==> config.mk <==
export PLATFORM = sky130hd
export DESIGN_NAME = bcd_seq_ctrl
export DESIGN_NICKNAME = d
export VERILOG_FILES = /design/src/rtl/bcd_seq_ctrl.sv
export SDC_FILE = /design/constraint.sdc
export NUM_CORES = 1
export LEC_CHECK = 0
export BUFFER_PORTS_ARGS = -buffer_cell sky130_fd_sc_hd__buf_2
export CAP_MARGIN = 40
export CORE_MARGIN = 2
export CORE_UTILIZATION = 40
export CTS_CLUSTER_DIAMETER = 100
export CTS_CLUSTER_SIZE = 24
export DETAILED_ROUTE_END_ITERATION = 12
export PLACE_DENSITY = 0.68
export SYNTH_ARGS = -nofsm -noshare
export SYNTH_HDL_FRONTEND = slang
export SYNTH_SLANG_ARGS = --single-unit
==> constraint.sdc <==
create_clock -name clk -period 2.5 [get_ports clk]
set_input_delay 0.5 -clock clk [delete_from_list [all_inputs] [get_ports clk]]
set_output_delay 0.5 -clock clk [all_outputs]
set_load 0.1 [all_outputs]
==> src/rtl/bcd_seq_ctrl.sv <==
// Sequential binary-to-BCD converter: one double-dabble step per clock, with
// valid/ready handshakes on both sides and a sticky overflow flag.
module bcd_seq_ctrl #(
    parameter int WIDTH  = 8,
    parameter int DIGITS = 3
) (
    input  logic                  clk,
    input  logic                  rst_n,
    input  logic                  in_valid,
    output logic                  in_ready,
    input  logic [WIDTH-1:0]      in_data,
    output logic                  out_valid,
    input  logic                  out_ready,
    output logic [4*DIGITS-1:0]   out_bcd,
    output logic                  overflow,
    output logic                  busy
);

    localparam int CW = $clog2(WIDTH + 1);
    localparam int BW = 4 * DIGITS;

    typedef enum logic [1:0] {
        IDLE  = 2'd0,
        SHIFT = 2'd1,
        DONE  = 2'd2
    } state_t;

    state_t            state_q;
    logic [BW-1:0]     bcd_q;
    logic [WIDTH-1:0]  shreg_q;
    logic [CW-1:0]     cnt_q;
    logic              ovf_q;
    logic              in_ready_q;
    logic              busy_q;
    logic              out_valid_q;

    logic [BW-1:0]     adj_d;
    logic [BW-1:0]     bcd_d;
    logic [WIDTH-1:0]  shreg_d;
    logic              carry_d;

    // Add 3 to every digit that is 5 or more, so the following doubling carries in decimal.
    function automatic logic [BW-1:0] add3_digits(input logic [BW-1:0] v);
        logic [BW-1:0] r;
        r = v;
        for (int i = 0; i < DIGITS; i++) begin
            if (v[4*i +: 4] >= 4'd5) begin
                r[4*i +: 4] = v[4*i +: 4] + 4'd3;
            end else begin
                r[4*i +: 4] = v[4*i +: 4];
            end
        end
        return r;
    endfunction

    // One double-dabble step: correct digits, then shift {bcd, shreg} left by one.
    always_comb begin
        adj_d              = add3_digits(bcd_q);
        {carry_d, bcd_d}   = {adj_d, shreg_q[WIDTH-1]};
        shreg_d            = shreg_q << 1;
    end

    // Sequencing FSM with datapath registers and registered handshake outputs.
    always_ff @(posedge clk) begin
        if (!rst_n) begin
            state_q     <= IDLE;
            bcd_q       <= '0;
            shreg_q     <= '0;
            cnt_q       <= '0;
            ovf_q       <= 1'b0;
            in_ready_q  <= 1'b1;
            busy_q      <= 1'b0;
            out_valid_q <= 1'b0;
        end else begin
            case (state_q)
                IDLE: begin
                    if (in_valid) begin
                        shreg_q    <= in_data;
                        bcd_q      <= '0;
                        ovf_q      <= 1'b0;
                        cnt_q      <= CW'(WIDTH);
                        state_q    <= SHIFT;
                        in_ready_q <= 1'b0;
                        busy_q     <= 1'b1;
                    end
                end
                SHIFT: begin
                    shreg_q <= shreg_d;
                    bcd_q   <= bcd_d;
                    ovf_q   <= ovf_q | carry_d;
                    cnt_q   <= cnt_q - CW'(1);
                    // The last shift lands the result; announce it on the same edge.
                    if (cnt_q == CW'(1)) begin
                        state_q     <= DONE;
                        out_valid_q <= 1'b1;
                    end
                end
                DONE: begin
                    if (out_ready) begin
                        state_q     <= IDLE;
                        out_valid_q <= 1'b0;
                        busy_q      <= 1'b0;
                        in_ready_q  <= 1'b1;
                    end
                end
                default: begin
                    state_q     <= IDLE;
                    out_valid_q <= 1'b0;
                    busy_q      <= 1'b0;
                    in_ready_q  <= 1'b1;
                end
            endcase
        end
    end

    assign in_ready  = in_ready_q;
    assign busy      = busy_q;
    assign out_valid = out_valid_q;
    assign out_bcd   = bcd_q;
    assign overflow  = ovf_q;

endmodule

======== Word level (Yosys, flattened, before mapping) ========
Cells that the tools add are included.
storage, ports and cells
  register bits ........................... 30
  input bits .............................. 12
cells by class
  add/sub/neg operators ................... 4
  $lt $le $gt $ge ......................... 3
  equal/unequal tests ..................... 6
  mux-type cells .......................... 22
  bitwise gates (word level) .............. 3
  reductions and logical operators ........ 6
operator list
  kind                 number
  $pmux 12 s2          1
  $mux 4               4
  $pmux 8 s2           1
  $add 4x2->4 const B  3
  $ge 4x3->1 const B   3
  $mux 12              1
  $pmux 1 s3           3
  $reduce_and 3->1     3
  $mux 8               1
  $pmux 4 s2           1
  $mux 2               3
  $ne 2x2->1 const B   3
  $pmux 2 s3           1
  $mux 1               5
  $eq 4x1->1 const B   1
  $sub 4x1->4 const B  1
  $eq 2x1->1 const B   1
  $eq 2x2->1 const B   1
  $logic_not 2->1      1
  $not 1->1            2
  $pmux 1 s2           1
  $reduce_and 2->1     1
  $reduce_bool 2->1    1
  $or 1x1->1           1

======== Longest topological paths before layout ========
  depth in word-level cells ............... 4
  gate-level depth with buffers ........... 5

======== Least setup slack after synthesis ========
Ideal clock, no wire load.
  path type ............................... register -> register
  start point ............................. register bcd_q[1] (netlist: out_bcd[1])
  end point ............................... register bcd_q[1] (netlist: out_bcd[1])
  setup time .............................. 80 ps
  arrival ................................. 1987 ps
  required time ........................... 2420 ps
  setup slack ............................. 432 ps
  cell stages (with the launch flop) ...... 6
  period minus slack after synthesis ...... 2068 ps
  cells stage by stage .................... dfxtp_1 inv_1 ha_1 nand2b_1 a2111o_1 o211ai_1
on the way
  longest elaborated chain between the ends .. 3
RTL lines
  what                    RTL line  source
  start, declared         29        logic [BW-1:0] bcd_q;
  start signal, assigned  67        bcd_q <= '0;
  start signal, assigned  79        bcd_q <= '0;
  start signal, assigned  89        bcd_q <= bcd_d;
  $ge 4x3->1              47        if (v[4*i +: 4] >= 4'd5) begin
  $mux 4                  47
  $pmux 12 s2             75        case (state_q)
Every way passes these cells.
A chain may end at the register's enable or synchronous reset.

======== Final worst setup path ========
  start point ............................. register bcd_q[2] (netlist: out_bcd[2])
  end point ............................... output port out_bcd[2]
RTL lines
  what           RTL line  source
  end, declared  14        output logic [4*DIGITS-1:0] out_bcd,
No word-level cell between the ends.

==> impl_metrics.tcl <==
set metrics [dict create \
    status "finished clean" \
    max-vdd-ir-drop_mv 0.253 \
    clockRootBuffer "clkbuf_8" \
    die_h_um 67.5 \
    antenna_cells 0 \
    synthArstFlopShare_pct 0 \
    hold_path_end "shreg_q[0]$_SDFFE_PN0P_" \
    synth.ff_latch_count 30 \
    crit_chain "buf_2" \
    grt_pass1_wl_um 5740 \
    dieArea_um2 4560 \
    max-slew-margin-rel_pct 58.1 \
    syn_area_per_cell_um2 9.02 \
    wl_per_cell_um 13.8 \
    drive_gt1_share_pct 22.0 \
    syn2layout_area_growth_pct 14.1 \
    cts_made_buffers 5 \
    cp_num_buf_inv 1 \
    p_per_area_nw_per_um2 610 \
    yosysWarnings 0 \
    min_path_cells 3 \
    worst_slack_ns 0.773 \
    num-fill-cells 388 \
    initial_core_util_pct 40.9 \
    layout.nets 224 \
    r2r_slack_ns 0.84 \
    final-setup-viol-count 0 \
    syn_nets 199 \
    ys_seq_area_share_pct 37.2 \
    fin_tns_setup_ns 0 \
    cp_max_fo 8 \
    fmax_mhz 579 \
    drt_iter0_drc 99 \
    hold_viol 0 \
    drc_errors 0 \
    final_cell_mix "dfxtp_1, buf_2, a21oi_1, o21ai_0, nand3_1" \
    postCtsSetupBuffers 0 \
    fin_skew_ns 0.00527 \
    place_hpwl_um 2320 \
    wirelength_um 3520 \
    cap_violations 0 \
    holdBufCountCts 0 \
    via_count 1415 \
    dp_slack_ns 0.802 \
    syn_inst 179 \
    track_usage_pct 17.1 \
    h-tree-depth 2 \
    ys_types 41 \
    synthesis.area_um2 1610 \
    period_needed_ns 1.73 \
    ant_nets 0 \
    min_period_over_period_pct 69.1 \
    cpPeakStageDelay_ns 0.48 \
    mostFrequentLayoutCell "dfxtp_1" \
    reg2reg_depth 3 \
    worst_path_max_delay_cell "buf_2" \
    r2r_end "shreg_q[6]$_SDFFE_PN0P_" \
    final_cells 255 \
    first_global_vias 1247 \
    die_width_um 67.5 \
    antenna_found_initial 0 \
    cp_data_arrival_time_ns 1.23 \
    cts_resized 0 \
    min_from "in_data[0]" \
    vias_per_cell 5.55 \
    ios 28 \
    worst_setup_path_end_kind "output pin" \
    required_ns 2.00 \
    fin_area_um2 1840 \
    yosys_most_used_dff "dfxtp_1" \
    cts_sinks 30 \
    synth-edff-count 0 \
    gr-total-overflow 0 \
    core_um2 3940 \
    start_kind "flip-flop" \
    slew_viol_final 0 \
    clock_latency_ns 0.29 \
    clock_path_buffers 2 \
    cts.clk_slew.worst_paths_ns 0.07 \
    dr.pass1.iters 4 \
    p_leak_uw 0.000714 \
    num_rows 23 \
    portBuffers 27 \
    crit_family "buffers and inverters" \
    gp_congestion 0.703 \
    worstMarginPinSlew_ns 0.628 \
    place_inst 247 \
    hold_class "input port to flip-flop" \
    cts_tree "built" \
    reg2reg_from "state_q[1]$_SDFFE_PN0P_" \
    dpl-instance-area_um2 1750 \
    critPathKind "flip-flop to output pin" \
    rsz0062_at_grt "false" \
    grt_max_degree 24 \
]
-- layer usage --
metal,up-vias,track usage [%],share of wire (%)
met4,0,8.42,2.2
met1,647,22.0,45
met3,6,5.00,6.6
li1,716,-,-
met2,46,26.0,46
met5,-,0,0
-- through the flow --
stage | utilization, % | total power (uW) | hold slack [ns]
after floorplan | - | 676 | 0.448
after global placement | 44.1 | 703 | 0.470
after detailed placement | 44.3 | 709 | 0.472
after CTS | 46.7 | 1130 | 0.446
after global routing | 46.7 | 1180 | 0.470
final | 46.7 | 1120 | 0.451
-- flip-flops by register name, indices dropped and copies added (netlist names) --
register / flops
cnt_q: 4
in_ready: 1
state_q: 2
busy: 1
out_valid: 1
shreg_q: 8
overflow: 1
out_bcd: 12
-- worst max path at each step --
| stage | from | slack (ns) | end | cells after the start |
|---|---|---|---|---|
| final | out_bcd[2]$_SDFFE_PN0P_ | 0.77 | out_bcd[2] | 1 |
| after global placement | in_valid | 0.48 | out_bcd[3]$_SDFFE_PN0P_ | 4 |
| after CTS | out_bcd[2]$_SDFFE_PN0P_ | 0.77 | out_bcd[2] | 1 |
| after global routing | state_q[1]$_SDFFE_PN0P_ | 0.64 | shreg_q[6]$_SDFFE_PN0P_ | 3 |
| after floorplan | out_bcd[1]$_SDFFE_PN0P_ | 0.43 | out_bcd[1]$_SDFFE_PN0P_ | 5 |
| after detailed placement | rst_n | 0.80 | out_bcd[6]$_SDFFE_PN0P_ | 4 |
-- Yosys cell counts (2+ instances only) --
cell,n,area share (%)
or3b_2,3,1.6
clkbuf_1,2,0.47
a22oi_1,2,0.93
o31ai_1,2,0.93
o21ai_0,15,4.7
buf_2,4,1.2
nor4b_1,3,1.6
o211ai_1,6,2.8
ha_1,8,6.2
or3b_1,3,1.6
nand2_1,4,0.93
nand2b_1,5,1.9
o221ai_1,7,3.8
inv_1,10,2.3
a2111o_1,6,4.2
nand3_1,14,4.3
nor2_1,7,1.6
buf_6,4,2.8
dfxtp_1,30,37
nor3b_1,2,0.93
a21oi_1,18,5.6
or2_1,3,1.2
xor2_1,3,1.6
-- cell families (layout without fill, tap and decap cells) --
family / Yosys count / in the layout / synth area share (%)
and+or+nand+nor: 51 / 51 / 20.0
buffers and inverters: 22 / 48 / 7.52
DFF: 30 / 30 / 37.2
muxes: 1 / 1 / 0.620
xor gates and xnor gates: 3 / 3 / 1.63
adders and majority gates: 8 / 8 / 6.20
AOI/OAI and AO/OA: 64 / 64 / 26.8
-- cell type report --
cell class | count | area (um^2) | area share [%]
tap | 50 | 62.6 | 3.40
inverter | 11 | 41.3 | 2.24
clock inverter | 2 | 12.5 | 0.679
timing repair buffer | 29 | 150 | 8.15
multi-input combinational | 127 | 892 | 48.4
clock buffer | 6 | 82.6 | 4.48
sequential | 30 | 601 | 32.6
-- power breakdown --
group / internal [uW] / switching, uW / total (uW)
clock network: 221 / 203 / 424
registers: 505 / 21.1 / 526
logic: 60.6 / 113 / 173
No activity file was read; power rests on OpenSTA's default activity.
